`config.mk`:
```
export PLATFORM = sky130hd
export DESIGN_NAME = univ_shift_reg
export DESIGN_NICKNAME = d
export VERILOG_FILES = /design/src/rtl/usr_pkg.sv /design/src/rtl/usr_burst_ctrl.sv /design/src/rtl/univ_shift_reg.sv
export SDC_FILE = /design/constraint.sdc
export NUM_CORES = 1
export LEC_CHECK = 0
export BUFFER_PORTS_ARGS = -buffer_cell sky130_fd_sc_hd__buf_2
export CAP_MARGIN = 20
export CORE_MARGIN = 2
export CORE_UTILIZATION = 44
export DETAILED_ROUTE_END_ITERATION = 10
export PLACE_DENSITY = 0.82
export RECOVER_POWER = 50
export REMOVE_ABC_BUFFERS = 1
export SLEW_MARGIN = 20
export SYNTH_ARGS = -nofsm -noshare
export SYNTH_HDL_FRONTEND = slang
export SYNTH_SLANG_ARGS = --single-unit
```
`constraint.sdc`:
```
create_clock -name clk -period 1.2 [get_ports clk]
set_input_delay 0.12 -clock clk [delete_from_list [all_inputs] [get_ports clk]]
set_output_delay 0.12 -clock clk [all_outputs]
set_load 0.1 [all_outputs]
```
`src/rtl/usr_pkg.sv`:
```
// Shared types for the universal shift register: operation modes and burst FSM states.
package usr_pkg;

  localparam int MODE_W = 3;

  typedef enum logic [MODE_W-1:0] {
    HOLD  = 3'b000,
    SHR   = 3'b001,
    SHL   = 3'b010,
    ROR   = 3'b011,
    ROL   = 3'b100,
    ASR   = 3'b101,
    LOAD  = 3'b110,
    BURST = 3'b111
  } usr_mode_e;

  typedef enum logic {
    IDLE = 1'b0,
    RUN  = 1'b1
  } burst_state_e;

endpackage

```
`src/rtl/usr_burst_ctrl.sv`:
```
// Burst engine: accepts a shift count and strobes shift_en once per cycle
// until the count is exhausted, then pulses done for one cycle.
module usr_burst_ctrl
  import usr_pkg::*;
#(
  parameter int CNT_W = 4
) (
  input  logic             clk,
  input  logic             rst,
  input  logic             start,
  input  logic [CNT_W-1:0] cnt,
  output logic             shift_en,
  output logic             busy,
  output logic             done
);

  burst_state_e     state, state_nxt;
  logic [CNT_W-1:0] count, count_nxt;
  logic             done_nxt;

  always_ff @(posedge clk) begin
    if (rst) begin
      state <= IDLE;
      count <= '0;
      done  <= 1'b0;
    end else begin
      state <= state_nxt;
      count <= count_nxt;
      done  <= done_nxt;
    end
  end

  always_comb begin
    state_nxt = state;
    count_nxt = count;
    done_nxt  = 1'b0;
    case (state)
      IDLE: begin
        if (start) begin
          // A zero-length burst completes immediately without entering RUN.
          if (cnt == '0) begin
            done_nxt = 1'b1;
          end else begin
            count_nxt = cnt;
            state_nxt = RUN;
          end
        end
      end
      RUN: begin
        count_nxt = count - 1'b1;
        if (count == CNT_W'(1)) begin
          state_nxt = IDLE;
          done_nxt  = 1'b1;
        end
      end
      default: state_nxt = IDLE;
    endcase
  end

  always_comb begin
    busy     = (state == RUN);
    shift_en = (state == RUN);
  end

endmodule

```
`src/rtl/univ_shift_reg.sv`:
```
// WIDTH-bit universal shift register with shifts, rotates, arithmetic shift,
// parallel load and a counted right-shift burst driven by usr_burst_ctrl.
module univ_shift_reg
  import usr_pkg::*;
#(
  parameter int WIDTH = 8,
  parameter int CNT_W = 4
) (
  input  logic              clk,
  input  logic              rst,
  input  logic              en,
  input  logic [MODE_W-1:0] mode,
  input  logic [WIDTH-1:0]  PI,
  input  logic              sin_r,
  input  logic              sin_l,
  input  logic [CNT_W-1:0]  cnt,
  output logic [WIDTH-1:0]  PO,
  output logic              sout_r,
  output logic              sout_l,
  output logic              busy,
  output logic              done
);

  usr_mode_e        op;
  logic             start;
  logic             shift_en;
  logic [WIDTH-1:0] po_nxt;

  assign op     = usr_mode_e'(mode);
  assign start  = en && !busy && (op == BURST);
  assign sout_r = PO[0];
  assign sout_l = PO[WIDTH-1];

  usr_burst_ctrl #(.CNT_W(CNT_W)) u_ctrl (
    .clk      (clk),
    .rst      (rst),
    .start    (start),
    .cnt      (cnt),
    .shift_en (shift_en),
    .busy     (busy),
    .done     (done)
  );

  // An active burst owns the register; en/mode only matter when idle.
  always_comb begin
    po_nxt = PO;
    if (shift_en) begin
      po_nxt = {sin_r, PO[WIDTH-1:1]};
    end else if (en && !busy) begin
      case (op)
        SHR:     po_nxt = {sin_r, PO[WIDTH-1:1]};
        SHL:     po_nxt = {PO[WIDTH-2:0], sin_l};
        ROR:     po_nxt = {PO[0], PO[WIDTH-1:1]};
        ROL:     po_nxt = {PO[WIDTH-2:0], PO[WIDTH-1]};
        ASR:     po_nxt = {PO[WIDTH-1], PO[WIDTH-1:1]};
        LOAD:    po_nxt = PI;
        default: po_nxt = PO;
      endcase
    end
  end

  always_ff @(posedge clk) begin
    if (rst) PO <= '0;
    else     PO <= po_nxt;
  end

endmodule

```
==> results by stage <==
Final layout:
- After the last flow step, the layout net total stands at between 150 and 200.
- After routing the design area is around 1400 µm².
- The layout has 150 filler cells.
- In the layout the commonest cells are sky130_fd_sc_hd__buf_2 (20), sky130_fd_sc_hd__buf_4 (20), sky130_fd_sc_hd__dfxtp_1 (12).
- The area occupied by multi-input gates is between 500 and 600 µm².
- The number of cells in the finished layout apart from fillers is roughly 180.
- The fraction of layout instances using a drive strength above 1 is a little over two fifths.
- The post-synthesis to final-layout area growth is 47.7%.
- The final core utilization is a little over two thirds.
- 0 antenna diodes ended up in the layout.
- The footprint of the flip-flops and latches is approximately 290 µm².

Setup path:
- The largest individual stage delay along the critical path comes from the cell sky130_fd_sc_hd__dfxtp_4.
- The startpoint-to-endpoint class of the critical path is flip-flop to output port.
- The count of buffering cells on the critical path with inverters included is 3.
- Walking the worst path, the cells encountered are buf_6 > buf_6 > buf_12.
- The critical path starts at u_ctrl.busy.
- The data required time of the worst path is roughly 1.1 ns.
- For the worst setup path, the data arrival time is approximately 1.1 ns.
- The startpoint of the lowest-slack register-to-register path is u_ctrl.busy.
- The gate family responsible for the most delay along the worst path is buffers and inverters.
- The type of destination of the critical path is an output port.
- The worst stage delay on the critical path is 0.38 ns.
- Of all nets on the critical path, the largest fanout is 12.
- The worst setup path is launched from a flip-flop.
- The cell that appears most often on the critical path is sky130_fd_sc_hd__buf_6.

Floorplanning:
- During I/O placement, the number of pins put on the boundary was 32.
- The placeable core area is 1980 µm².
- The floorplan die height is 50.1 µm.
- The die covers around 2500 µm².
- The die outline width is between 50 and 60 µm.
- The cell row count is 16.
- The effective utilization at floorplan is between 40% and 50%.

Timing:
- The final number of hold-violating endpoints came to 0.
- The max-slew violation count is 0.
- For the pin with the worst max-slew slack, the measured transition is roughly 0.48 ns.
- Setup violations remaining at the end of the flow were counted as 8.
- The accumulated negative setup slack is -0.254 ns.
- The maximum achievable frequency is ~800 MHz.
- The post-route minimum period is 1.25 ns.
- In the post-route analysis, the smallest setup slack over all paths is -0.0483 ns.
- The worst clock skew is a little over 0.006 ns.
- The normalized max-slew margin is about two thirds.
- Setup repair after global routing could not meet its margin everywhere.
- The portion of the clock cycle consumed by the worst path in the final layout is 104%.

GRT:
- The residual overflow from global routing is 0.
- Entering global routing, the biggest net connects 13 pins.
- The global-route wire length before repair is approximately 4100 µm.
- The number of antenna violations at the first check in global routing is 0.
- Global routing used a little over a fifth of the available tracks across all layers.
- The via count of the first global-routing pass was 962.

CTS:
- Clock-pin slew was measured on the worst setup and hold paths at approximately 0.090 ns.
- The clock buffer count from CTS is 3.
- In this run the deepest clock path goes through 2 buffers.
- CTS placed an instance of sky130_fd_sc_hd__clkbuf_4 at the clock tree root.
- The number of sinks driven by the clock tree is 14.
- The clock latency of the later-clocked register in the worst-skew pair is 0.29 ns.
- CTS built an H-tree with a depth of 1.
- TritonCTS built the clock tree.
- The hold-fix buffer count after cts is 0.

Placed design:
- After legalization and detailed placement, the total HPWL measured 1960 µm.
- The area of placed instances is ~1400 µm².
- The count of buffers inserted at the top-level ports is 31.
- The placer congestion estimate is ~0.83.
- The number of placed instances, taps included, is 171.

Synthesis:
- The distinct cell type count of the synthesized netlist is 38.
- The post-synthesis area per instance is between 8 and 9 µm².
- The sequential-to-total area share from yosys stat is 30.0%.
- The number of instances in the synthesized netlist is ~100.
- After synthesis the cells add up to a little over 900 µm².
- The count of synthesis-stage warnings from yosys is 0.
- After synthesis the netlist holds a flip-flop and latch count of 14.

Pwr:
- The reported net switching power is 0.000565 W.
- IR analysis of the VDD net gives a maximum drop of about 0.00088 V.
- The total power draw is roughly 0.0015 W.
- In this run switching power makes up about two fifths of total power.
- The clock network burns about a quarter of the power.
- The proportion of power drawn by flip-flops and latches is a little over a third.
- Dividing total power by cell area gives a power density of between 1000 and 1500 nW/µm².
- Internal power comes to 0.000911 W.
- The share of total power dissipated in combinational logic is between 40% and 50%.
- The leakage power figure is 0.582 nW.

Status:
- The checks that failed: setup timing.
- The run finished, with violations left.

Routing:
- The wire length per cell is roughly 15 µm.
- The first TritonRoute pass finished after 4 iterations.
- The wire length after detailed routing is roughly 2600 µm.
- After the first detailed-routing iteration, the DRC count stood at 28.
- The number of remaining DRC errors is 0.
- Summing over every cut layer, the via total after detailed routing is 1021.
- Dividing the detail-routed via count by the number of cells gives 5.80.
- The count of nets left with antenna violations once routing finished came out at 0.

Worst hold path:
- The worst hold-check path type is primary input to flip-flop.
- The startpoint identified for the worst hold timing path is cnt[2].

Job:
- The max-capacitance violation count is 0.
## layout make-up
type,instances,area share (%)
flip-flops and latches,14,20.7
inverters,4,1.09
repair buffers,49,29.9
clock buffers,4,2.63
well taps,27,2.45
multi-input cells,78,43.2
## state kept, by name, indices dropped and copies added (netlist names)
signal and cells:
PO 8, u_ctrl.busy 1, u_ctrl.count 4, u_ctrl.done 1
## worst paths after layout
kind / slack [ns] / endpoint / depth (start not counted)
max: -0.05 / busy / 3
min reg2reg: 0.51 / u_ctrl.count[1] / 2
min: 0.11 / u_ctrl.count[2] / 3
max reg2reg: -0.04 / PO[2] / 5
## worst min-delay path: cells and delay by family
kind | cells | cell delay, ns
and+or+nand+nor | 1 | 0.06
AOI/OAI and AO/OA | 1 | 0.06
buffers and inverters | 1 | 0.11
## kinds of logic after synthesis
logic type / synth area share, %
AO/OA/AOI/OAI: 36.5
AND/OR/NAND/NOR: 18.7
flip-flops: 30.0
buffers and inverters: 8.16
multiplexers: 2.14
adder cells (fa/ha/maj): 2.68
XOR/XNOR: 1.74
## power by group through the flow
stage,combinational [W],sequential [W],clock (W)
3_5_place_dp,0.000601,0.000543,0
6_report,0.000592,0.000527,0.000357
5_1_grt,0.000626,0.000531,0.000381
2_1_floorplan,0.000161,0.000723,0
3_3_place_gp,0.000585,0.000541,0
4_1_cts,0.000608,0.000532,0.000365
## metal layers
layer	global-route usage, %	share of wire, %	wire length, µm
met4	8.33	1.1	29
met2	40.8	53	1370
met5	0	0	0
met1	22.4	40	1030
met3	4.55	6.0	154
## cell usage after synthesis, drive strengths merged
master,n,area [µm²]
dfxtp,14,280
nor3,8,45.0
a2bb2oi,7,61.3
buf,7,57.6
o21ai,7,35.0
a22o,6,52.6
nor2,6,25.0
o22ai,6,37.5
nand2,5,18.8
a21oi,4,20.0
inv,4,15.0
a31oi,3,18.8
a221oi,2,17.5
ha,2,25.0
mux2i,2,20.0
nand2b,2,12.5
nand3b,2,15.0
nor2b,2,12.5
a2111o,1,11.3
a2111oi,1,27.5
a211oi,1,7.51
a311oi,1,26.3
and3,1,7.51
and4b,1,10.0
clkbuf,1,3.75
nand3,1,5.00
nand4,1,6.26
nor4,1,6.26
o21a,1,7.51
o21ba,1,10.0
o32ai,1,8.76
or3,1,11.3
xnor2,1,16.3
## through the flow
stage	hold WS (ns)	setup slack, ns
after floorplan	0.189	-1.21
after global placement	0.408	-0.123
after detailed placement	0.418	-0.152
after CTS	0.107	-0.0471
after global routing	0.123	-0.145
final	0.106	-0.0483
## repair_timing
| action | in CTS | in global routing |
|---|---|---|
| setup endpoints to repair | 12 | 12 |
| setup buffers | 1 | 0 |
| pin swaps | 5 | 4 |
| gates resized for setup | 5 | 5 |
(Power assumes the default switching activity.)
